<file path="src/rtl/sar_controller_pkg.sv">
// sar_controller_pkg: shared SAR state encoding and default resolution (also used by the UART readout stage)
package sar_controller_pkg;
  localparam int SAR_WIDTH_DEFAULT = 12;
  typedef enum logic [1:0] {IDLE = 2'd0, TRACK = 2'd1, BIT = 2'd2, DONE = 2'd3} sar_state_e;
endpackage

</file>
<file path="src/rtl/sar_controller_sync_2ff.sv">
// sync_2ff: two-flop synchronizer; clk_i/reset_ni (async active-low, clears to 0), d in, q out two cycles later
module sync_2ff (
  input  logic clk_i,
  input  logic reset_ni,
  input  logic d,
  output logic q
);
  logic meta;
  always_ff @(posedge clk_i or negedge reset_ni)
    if (!reset_ni) {q, meta} <= 2'b00;
    else {q, meta} <= {meta, d};
endmodule

</file>
<file path="src/rtl/sar_controller.sv">
// sar_controller: SAR ADC conversion FSM; in clk_i/reset_ni/start_i/comp_i, out dac_o trial code, track_o S&H, busy_o, sample_o result, ready_o pulse
module sar_controller
  import sar_controller_pkg::*;
#(
  parameter int WIDTH         = SAR_WIDTH_DEFAULT,
  parameter int SAMPLE_CYCLES = 16,
  parameter int SETTLE_CYCLES = 4
) (
  input  logic             clk_i,
  input  logic             reset_ni,
  input  logic             start_i,
  input  logic             comp_i,
  output logic [WIDTH-1:0] dac_o,
  output logic             track_o,
  output logic             busy_o,
  output logic [WIDTH-1:0] sample_o,
  output logic             ready_o
);
  localparam int CNT_MAX = SAMPLE_CYCLES > SETTLE_CYCLES ? SAMPLE_CYCLES : SETTLE_CYCLES;
  localparam int CW = $clog2(CNT_MAX + 1);
  localparam int IW = $clog2(WIDTH);
  localparam logic [WIDTH-1:0] ONE = WIDTH'(1);
  if (SETTLE_CYCLES < 2) begin : g_settle_check
    $error("SETTLE_CYCLES must be >= 2 to cover the comparator synchronizer");
  end
  sar_state_e state_q, state_d;
  logic start_q, comp_s, trig, last;
  logic [CW-1:0] cnt;
  logic [IW-1:0] idx;
  logic [WIDTH-1:0] result, res_bit;
  sync_2ff u_sync (
    .clk_i    (clk_i),
    .reset_ni (reset_ni),
    .d        (comp_i),
    .q        (comp_s)
  );
  assign trig = start_i & ~start_q;
  assign last = cnt == '0;
  assign res_bit = result | (WIDTH'(comp_s) << idx);
  always_ff @(posedge clk_i or negedge reset_ni)
    if (!reset_ni) state_q <= IDLE;
    else state_q <= state_d;
  always_comb begin
    state_d = state_q;
    case (state_q)
      IDLE:    state_d = trig ? TRACK : IDLE;
      TRACK:   state_d = last ? BIT : TRACK;
      BIT:     state_d = last && idx == '0 ? DONE : BIT;
      DONE:    state_d = IDLE;
      default: state_d = IDLE;
    endcase
    busy_o  = state_q != IDLE;
    track_o = state_q == TRACK;
    ready_o = state_q == DONE;
  end
  always_ff @(posedge clk_i or negedge reset_ni)
    if (!reset_ni) begin
      start_q  <= 1'b0;
      cnt      <= '0;
      idx      <= '0;
      result   <= '0;
      dac_o    <= '0;
      sample_o <= '0;
    end else begin
      start_q <= start_i;
      case (state_q)
        IDLE: if (trig) begin
          cnt    <= CW'(SAMPLE_CYCLES - 1);
          result <= '0;
          dac_o  <= '0;
        end
        TRACK: if (last) begin
          cnt   <= CW'(SETTLE_CYCLES);
          idx   <= IW'(WIDTH - 1);
          dac_o <= ONE << (WIDTH - 1);
        end else cnt <= cnt - 1'b1;
        BIT: if (!last) cnt <= cnt - 1'b1;
        else begin
          cnt    <= CW'(SETTLE_CYCLES);
          result <= res_bit;
          idx    <= idx - 1'b1;
          dac_o  <= idx == '0 ? res_bit : res_bit | (ONE << (idx - 1'b1));
          if (idx == '0) sample_o <= res_bit;
        end
        default: ;
      endcase
    end
endmodule

</file>
<file path="config.mk">
export PLATFORM = sky130hd
export DESIGN_NAME = sar_controller
export DESIGN_NICKNAME = d
export VERILOG_FILES = /design/src/rtl/sar_controller_pkg.sv /design/src/rtl/sar_controller_sync_2ff.sv /design/src/rtl/sar_controller.sv
export SDC_FILE = /design/constraint.sdc
export NUM_CORES = 1
export LEC_CHECK = 0
export CORE_ASPECT_RATIO = 2
export CORE_MARGIN = 1.5
export CORE_UTILIZATION = 56
export CTS_CLUSTER_SIZE = 40
export DETAILED_ROUTE_END_ITERATION = 8
export GPL_ROUTABILITY_DRIVEN = 0
export PLACE_DENSITY = 0.8
export SLEW_MARGIN = 20
export SYNTH_ARGS = -nofsm -noshare
export SYNTH_HDL_FRONTEND = slang
export SYNTH_HIERARCHICAL = 1
export SYNTH_SLANG_ARGS = --single-unit
</file>
<file path="constraint.sdc">
create_clock -name clk_i -period 2.5 [get_ports clk_i]
set_input_delay 0.5 -clock clk_i [delete_from_list [all_inputs] [get_ports clk_i]]
set_output_delay 0.5 -clock clk_i [all_outputs]
set_load 0.02 [all_outputs]
</file>
==> results of run 1 <==
cells in the mapped netlist, types with 2 or more instances:
master     count  area share
a21boi_0       2      0.0057
a21o_1         7       0.020
a21oi_1       11       0.021
a22o_1         2      0.0067
a22oi_1        6       0.017
a2bb2oi_1      4       0.013
a31o_2         2      0.0067
a31oi_1        5       0.012
a32oi_1        5       0.017
and2_1         5       0.012
and3_1         2      0.0048
and3b_1        2      0.0067
buf_2          2      0.0038
buf_6          2      0.0086
clkbuf_1       9       0.013
dfrtp_1       50        0.48
ha_1          11       0.052
inv_1         13       0.019
mux2_2         4       0.017
mux2_4         7       0.040
mux2i_1        4       0.015
nand2_1       29       0.041
nand2b_1       5       0.012
nand3_1        4      0.0076
nor2_1        14       0.020
nor2b_1        3      0.0071
nor3_1         3      0.0057
o21ai_0       23       0.044
o21ai_2        5       0.017
o221ai_1       3       0.010
o31ai_1        3      0.0086
state kept, by name (all words and copies together) (netlist names), named ones only:
register,count
cnt,5
dac_o,12
idx,4
result,12
sample_o,12
start_q,1
state_q,1
u_sync/meta,1
u_sync/q,1
worst reg2reg max path, stage by stage, from the launching register on:
cell and delay [ns]:
dfrtp_1 0.40, inv_1 0.08, ha_1 0.22, or4b_1 0.47
or4_4 0.68, mux2_4 0.35
layout make-up:
class,count,area share
multi-input combinational,183,0.405
sequential,50,0.402
timing repair buffer,42,0.125
clock buffer,7,0.0278
tap,55,0.0221
inverter,14,0.0169
clock inverter,1,0.00161
power groups by stage:
stage,Clock (mW),Sequential [mW],Combinational (mW)
2_1_floorplan,0,0.850,0.0951
3_3_place_gp,0,0.853,0.154
3_5_place_dp,0,0.854,0.156
4_1_cts,0.495,0.838,0.157
5_1_grt,0.521,0.840,0.177
6_report,0.487,0.837,0.157
metal layers:
metal,global-route usage,up-vias,share of wire
li1,-,1003,-
met1,0.275,1025,0.38
met2,0.448,65,0.54
met3,0.0327,19,0.030
met4,0.174,0,0.051
met5,0,-,0
path summary, 6_finish.rpt:
path / startpoint / to / cells after the start
hold / removal: reset_ni / sample_o[11] / 2
min in group clk_i: u_sync/meta / u_sync/q / 0
setup / recovery: cnt[0] / sample_o[9] / 5
setup reg to reg: cnt[0] / sample_o[9] / 5
max in group asynchronous: reset_ni / sample_o[5] / 2
hold reg to reg: u_sync/meta / u_sync/q / 0
metrics by stage:
stage / hold WS [ns] / setup WS [ns] / total power [mW] / area [um2] / std cells
after CTS: 0.308 / 0.0796 / 1.49 / 3110 / 352
after global placement: 0.334 / 0.247 / 1.01 / 3020 / 344
after global routing: 0.358 / 0.113 / 1.54 / 3110 / 352
final: 0.292 / 0.194 / 1.48 / 3110 / 352
after detailed placement: 0.341 / 0.207 / 1.01 / 3020 / 344
after floorplan: 0.204 / 0.259 / 0.945 / 2630 / 260
cells by family (layout without fill, tap and decap cells):
| logic type | count (synthesis) | count (layout) |
|---|---|---|
| flops | 50 | 50 |
| fa+ha+maj | 11 | 11 |
| buf+inv | 27 | 64 |
| mux | 15 | 15 |
| simple gates | 74 | 74 |
| compound gates | 83 | 83 |
==> summary.md, run 1 <==
| Metric | Value |
|---|---|
| Status | completed |
| Mux contribution to synthesized area | 0.0723 |
| # diodes | 0 |
| Crit path buf inv count | 1 |
| Mapped Nets | 275 |
| Comb pwr share | 0.106 |
| Clock Power Share | 0.329 |
| IR drop worst, VDD | 0.459 mV |
| Hold_buf cts | 0 |
| EDFF count, synth | 0 |
| # rows | 35 |
| Worst Setup End Kind | flip-flop |
| Vias in the first global route | 2114 |
| Worst Skew | 0.00482 ns |
| XOR/XNOR share of the synthesized area | 0 |
| CTS max path bufs | 2 |
| Simple-gate share of the synthesized area | 0.142 |
| # IOs | 31 |
| Placeable Area | 4550 um2 |
| Most frequent cells in the layout | dfrtp_1, nand2_1, clkdlybuf4s50_1, o21ai_0, nor2_1 |
| Hold Crit Class | in2async |
| Delay of the slowest critical-path stage | 0.68 ns |
| Ys async rst share | 1.00 |
| Pwr Density | 476 nW/um2 |
| Synth cell types | 44 |
| Synth Area in Compound Gates | 0.212 |
| # Post-CTS Setup Buffers | 0 |
| Highest-delay cell along the critical path | or4_4 |
| Flop pwr share | 0.565 |
| Final #Nets | 311 |
| WS Path Type | reg2reg |
| Hpwl dp | 4.35 mm |
| Psw | 0.377 mW |
| Critical path launch point type | flip-flop |
| Final Core Density | 0.683 |
| Num CTS Buffers | 5 |
| Initial antenna violation count | 0 |
| Tot GR Track Use | 0.256 |
| CTS tree | built |
| Setup TNS | 0 ns |
| Post-layout min period | 2.31 ns |
| Warnings, synthesis | 6 |
| Worst Path Required | 2.69 ns |
| # port buffers | 30 |
| Largest family of logic cells by synthesized area | compound AO/OA/AOI/OAI gates |
| Layout cell share with drive strength beyond 1 | 0.141 |
| Die Span X | 51.4 um |
| Period utilisation layout | 0.922 |
| Fmax | 434 MHz |
| FF+latch area | 1250 um2 |
| Slew Viols, Final | 0 |
| Footprint of the multi-input gates | 1260 um2 |
| DRT iter0 DRCs | 59 |
| Die outline height | 99.9 um |
| CP arrival | 2.50 ns |
| Synth Register Bits | 50 |
| WL/cell | 16.8 um |
| DR vias/cell | 6.00 |
| Worst-Margin Slew | 0.642 ns |
| Clk pin slew, worst setup/hold paths | 0.09 ns |
| Fillers | 373 |
| First-pass GRT wire length | 9.74 mm |
| R2R Setup Slk | 0.19 ns |
| Total grt overflow | 0 |
| Syn_area_per_cell | 10.1 um2 |
| Crit path max fanout | 18 |
| Post-Syn Area | 2630 um2 |
| Net Sw Frac | 0.254 |
| Antenna violation net count after detailed routing | 0 |
| Final Hold Viols | 0 |
| Layout area overhead | 18.3% |
| Worst-Skew Late Latency | 0.30 ns |
| Total Die Area | 5140 um2 |
| Pleak | 1.42 nW |
| DRT Pass-1 Iters | 5 |
| Crit-path cells | inv_1, ha_1, or4b_1, or4_4, mux2_4 |
| Cells after synthesis | 260 |
| Max-cap violations | 0 |
| Seq/Total Area, Yosys | 0.476 |
| Post-Route WL | 5.90 mm |
| CTS sink cnt | 50 |
| Slew headroom | 0.572 |
| Critical path's top delay family | simple AND/OR/NAND/NOR gates |
| Internal power | 1.10 mW |
| Synth Area in Adders | 0.0524 |
| Post-route DRC | 0 |
| Vias | 2112 |
| RSZ-0062 raised after global routing | no |
| Cts repair resizes | 0 |
| Initial Util | 0.577 |
| Pin count of the biggest net entering global routing | 51 |
| # setup viols final | 0 |
| Commonest non-fill, non-tap cell in the layout | dfrtp_1 |
| CTS root buffer | clkbuf_8 |
| H-tree depth | 2 |
| Primary FF master, synth | dfrtp_1 |
No activity file was read; power rests on OpenSTA's default activity.
==> run 2: changes to the inputs <==
==> constraint.sdc (replaced) <==
create_clock -name clk_i -period 2.5 [get_ports clk_i]
set_input_delay 0.5 -clock clk_i [delete_from_list [all_inputs] [get_ports clk_i]]
set_output_delay 0.5 -clock clk_i [all_outputs]
set_load 0.1 [all_outputs]
==> summary.md, run 2 (synthesis results as in run 1) <==
| Metric | Value |
|---|---|
| R2R Setup Slk | 0.17 ns |
| Metal2 WL | 3.35 mm |
| Num CTS Buffers | 5 |
| Worst-Skew Late Latency | 0.30 ns |
| FF+latch area | 1250 um2 |
| Hold_buf cts | 0 |
| Layout cell share with drive strength beyond 1 | 0.236 |
| WL/cell | 17.2 um |
| Worst Path Required | 2.69 ns |
| WS Path Type | reg2reg |
| DR vias/cell | 5.99 |
| DRT Pass-1 Iters | 4 |
| # Post-CTS Setup Buffers | 0 |
| Setup TNS | 0 ns |
| CTS root buffer | clkbuf_8 |
| Power after layout | 1.60 mW |
| # setup viols final | 0 |
| Status | completed |
| Post-layout min period | 2.33 ns |
| Cts repair resizes | 0 |
| Final Hold Viols | 0 |
| CTS tree | built |
| Footprint of the multi-input gates | 1260 um2 |
| Worst-Margin Slew | 0.587 ns |
| Clk pin slew, worst setup/hold paths | 0.09 ns |
| DR WL met3 | 152 um |
| # IOs | 31 |
| RSZ-0062 raised after global routing | no |
| Pleak | 1.49 nW |
| Total Die Area | 5140 um2 |
| Hold Crit Class | in2async |
| Hold slack | 0.164 ns |
| Post-route DRC | 0 |
| Hpwl dp | 4.50 mm |
| Vias in the first global route | 2128 |
| Slew Viols, Final | 0 |
| Period utilisation layout | 0.931 |
| Max-cap violations | 0 |
| CP arrival | 2.52 ns |
| Antenna violation net count after detailed routing | 0 |
| Fin cells | 352 |
| Initial Util | 0.577 |
| Critical path launch point type | flip-flop |
| Fillers | 372 |
| IR drop worst, VDD | 0.412 mV |
| First-pass GRT wire length | 10.1 mm |
| Worst Skew | 0.00675 ns |
| Tot GR Track Use | 0.262 |
| # diodes | 0 |
| Cell area after layout | 3090 um2 |
| Fmax | 430 MHz |
| Placed Cells | 345 |
| Die Span X | 51.4 um |
| Worst Setup End Kind | flip-flop |
| # port buffers | 30 |
| Vias | 2108 |
| # rows | 35 |
| CTS sink cnt | 50 |
| Layout area overhead | 17.7% |
| Routed length on met1 | 2.26 mm |
| Largest regs | dac_o: 12 flops, result: 12 flops, sample_o: 12 flops |
| Total grt overflow | 0 |
| Commonest non-fill, non-tap cell in the layout | dfrtp_1 |
| Highest Signal Layer | met4 |
| Pwr Density | 518 nW/um2 |
| Final #Nets | 312 |
| Post-Route WL | 6.06 mm |
| DRT iter0 DRCs | 68 |
| Most frequent cells in the layout | dfrtp_1, buf_4, nand2_1, o21ai_0, nor2_1 |
| Slew headroom | 0.605 |
| Pin count of the biggest net entering global routing | 30 |
| Die outline height | 99.9 um |
| Placeable Area | 4550 um2 |
| Crit path max fanout | 18 |
| CTS max path bufs | 2 |
| Initial antenna violation count | 0 |
| Placement Cell Area | 2980 um2 |
| H-tree depth | 2 |
==> run 2: changes by cell type in the layout (fill, tap and decap cells not counted), sizes merged <==
cell and change:
buf +28, bufinv +1, clkbuf -1, clkdlybuf4s50 -26, clkinv -1, dlymetal6s2s -1
==> run 2: path summary, 6_finish.rpt <==
| check | startpoint | to | depth (start not counted) |
|---|---|---|---|
| max | cnt[0] | sample_o[1] | 5 |
| min | reset_ni | sample_o[11] | 1 |
| max reg2reg | cnt[0] | sample_o[1] | 5 |
| min reg2reg | u_sync/meta | u_sync/q | 0 |
| max in group asynchronous | reset_ni | sample_o[5] | 2 |
| min in group clk_i | u_sync/meta | u_sync/q | 0 |
==> run 2: area by class of cell <==
cell class,instances,area share
clock buffers,6,0.0267
clock inverters,1,0.00970
inverters,14,0.0170
multi-input cells,183,0.407
flip-flops and latches,50,0.404
well taps,55,0.0222
repair buffers,43,0.113
==> run 2: layer usage <==
metal	vias to the layer above	track usage
li1	1006	-
met1	1036	0.278
met2	48	0.462
met3	18	0.0327
met4	0	0.178
met5	-	0
==> run 2: per-stage QoR <==
| step | utilization | worst slack [ns] |
|---|---|---|
| global route | 0.679 | 0.0911 |
| global placement | 0.655 | 0.267 |
| finish | 0.679 | 0.172 |
| detailed placement | 0.655 | 0.199 |
| floorplan | - | 0.211 |
| CTS | 0.679 | 0.175 |
==> run 2: worst max-delay path: stages (launching register included) <==
cell,delay (ns)
dfrtp_1,0.41
inv_1,0.09
ha_1,0.21
or4b_1,0.47
or4_4,0.68
mux2_4,0.35
==> run 2: power breakdown <==
| part | internal [mW] | switching, mW |
|---|---|---|
| clock network | 0.320 | 0.258 |
| logic | 0.0643 | 0.121 |
| registers | 0.823 | 0.0159 |
| total | 1.21 | 0.395 |
==> run 3: changes to the inputs <==
--- a/config.mk
+++ b/config.mk
@@ -11,6 +11,7 @@
 export CTS_CLUSTER_SIZE = 40
 export DETAILED_ROUTE_END_ITERATION = 8
 export GPL_ROUTABILITY_DRIVEN = 0
+export HOLD_SLACK_MARGIN = 0.05
 export PLACE_DENSITY = 0.8
 export SLEW_MARGIN = 20
 export SYNTH_ARGS = -nofsm -noshare
==> results of run 3 <==
Final layout, timing and power as in run 2 (identical DEF).
==> RTL change: new RTL, flow settings as in run 1 <==
Encoding of `sar_state_e`: now Gray code (2 bits for 4 states).
--- a/src/rtl/sar_controller_pkg.sv
+++ b/src/rtl/sar_controller_pkg.sv
@@ -2,5 +2,5 @@
 package sar_controller_pkg;
   localparam int SAR_WIDTH_DEFAULT = 12;
-  typedef enum logic [1:0] {IDLE = 2'd0, TRACK = 2'd1, BIT = 2'd2, DONE = 2'd3} sar_state_e;
+  typedef enum logic [1:0] {IDLE = 2'b00, TRACK = 2'b01, BIT = 2'b11, DONE = 2'b10} sar_state_e;
 endpackage
 
Function: no difference found for any inputs over 10 cycles, from zero or initial values and one cycle with reset_ni low; not proved beyond that.
==> RTL change against run 1 <==
Sequential cell count is the same; synthesized area is 14% lower; critical endpoint is now dac_o[2]$_DFFE_PN0P_; final area shrank 12%; routed wire length down 13%; setup slack better by 0.044 ns; largest cell class is now registers.
Power is not compared: it rests on default switching activity, and its combinational part moved more than twofold at a synthesized area within 25%.
==> RTL change: results (changes against run 1) <==
Final Non-Filler Cells=303 (was 352); ranking of synthesized cells by area=dfrtp_1 55%, o21ai_0 4.4%, nand2_1 3.8% (was dfrtp_1 48%, ha_1 5.2%, o21ai_0 4.4%); Synth top area share=0.552 (was 0.476); share of layout cells above drive strength 1=0.0794 (was 0.141); R2R setup slack=0.24 ns (was 0.19 ns); Net Count, Synth=229 (was 275); R2R cell count=6 (was 5); number of fill cells=314 (was 373); syn avg cell area=10.3 um2 (was 10.1 um2); multiplexer area fraction after synthesis=0.00883 (was 0.0723); placed cell area=2650 um2 (was 3020 um2); Int Pwr=0.00187 W; Buffers on Ports=30 (unchanged); Critical-path top delay cell=a21oi_1 (was or4_4); largest net degree at the start of global routing=28 (was 51); fmax=442 MHz (was 434 MHz); post-synthesis compound-gate area fraction=0.207 (was 0.212); xor/xnor share of the synthesized area=0.00387 (was 0); run status=finished, final reports clean (unchanged); total track usage=0.262 (was 0.256); DRT met1 WL=2020 um (was 2230 um); skew final=0.00917 ns (was 0.00482 ns); first-pass GRT wire length=8270 um (was 9740 um); fin nets=261 (was 311); Max-slew headroom=0.319 (was 0.572); DRT iter0 DRCs=32 (was 59); Post-synth top cells=50 x dfrtp_1, 23 x nand2_1, 20 x o21ai_0 (was 50 x dfrtp_1, 29 x nand2_1, 23 x o21ai_0); met3 Use GR=0.0448 (was 0.0327); Met3 Routed Length=140 um (was 176 um); GR Layer Usage met2=0.441 (was 0.448); DPL Wire Length=3820 um (was 4350 um); worst hold margin=0.184 ns (was 0.292 ns); DR pass1 iterations=4 (was 5); Critical Path AT=2.45 ns (was 2.50 ns); vias in the first global route=1685 (was 2114); Max stage delay on crit path=0.80 ns (was 0.68 ns); Net Sw Frac=0.405; Largest delay share family, worst path=compound AO/OA/AOI/OAI gates (was simple AND/OR/NAND/NOR gates); DR vias/cell=5.77 (was 6.00); Setup crit end=dac_o[2]$_DFFE_PN0P_ (was sample_o[9]$_DFFE_PN0P_); CP max FO=13 (was 18); Seq/Total Area, Yosys=0.552 (was 0.476); Routed met2 length=2860 um (was 3190 um); Netlist cell types=36 (was 44); Post-Synth Adder-Cell Area=0.0331 (was 0.0524)
[RTL change: cell types whose count changed after synthesis, sizes merged, moves of 4 or more]
cell           run 1  this run
a21oi             11        15
a221o              0         8
a22oi              6         2
a32oi              5         0
ha                11         6
inv               13         5
mux2              11         0
nand2             29        23
nand2b             5         1
nor3               3         7
o21ai             29        20
[RTL change: cells by family after synthesis]
logic type | after synthesis
AOI/OAI and AO/OA | 71
and+or+nand+nor | 71
DFF | 50
buffers and inverters | 18
adders and majority gates | 6
muxes | 2
xor gates and xnor gates | 1
[RTL change: cell type report]
cell class              count  area [um2]  area share
flip-flops and latches     50        1250       0.458
inverters                   5        18.8     0.00687
clock inverters             2        13.8     0.00504
multi-input cells         151         943       0.345
well taps                  51        63.8      0.0234
clock buffers               6        72.6      0.0266
repair buffers             38         368       0.135
[RTL change: worst register-to-register path: stages, from the launching register on]
cell and delay, ns:
dfrtp_1 0.41, inv_1 0.07, ha_1 0.25, nor4b_4 0.17, a21oi_1 0.80, nor3_1 0.15, a221o_1 0.31
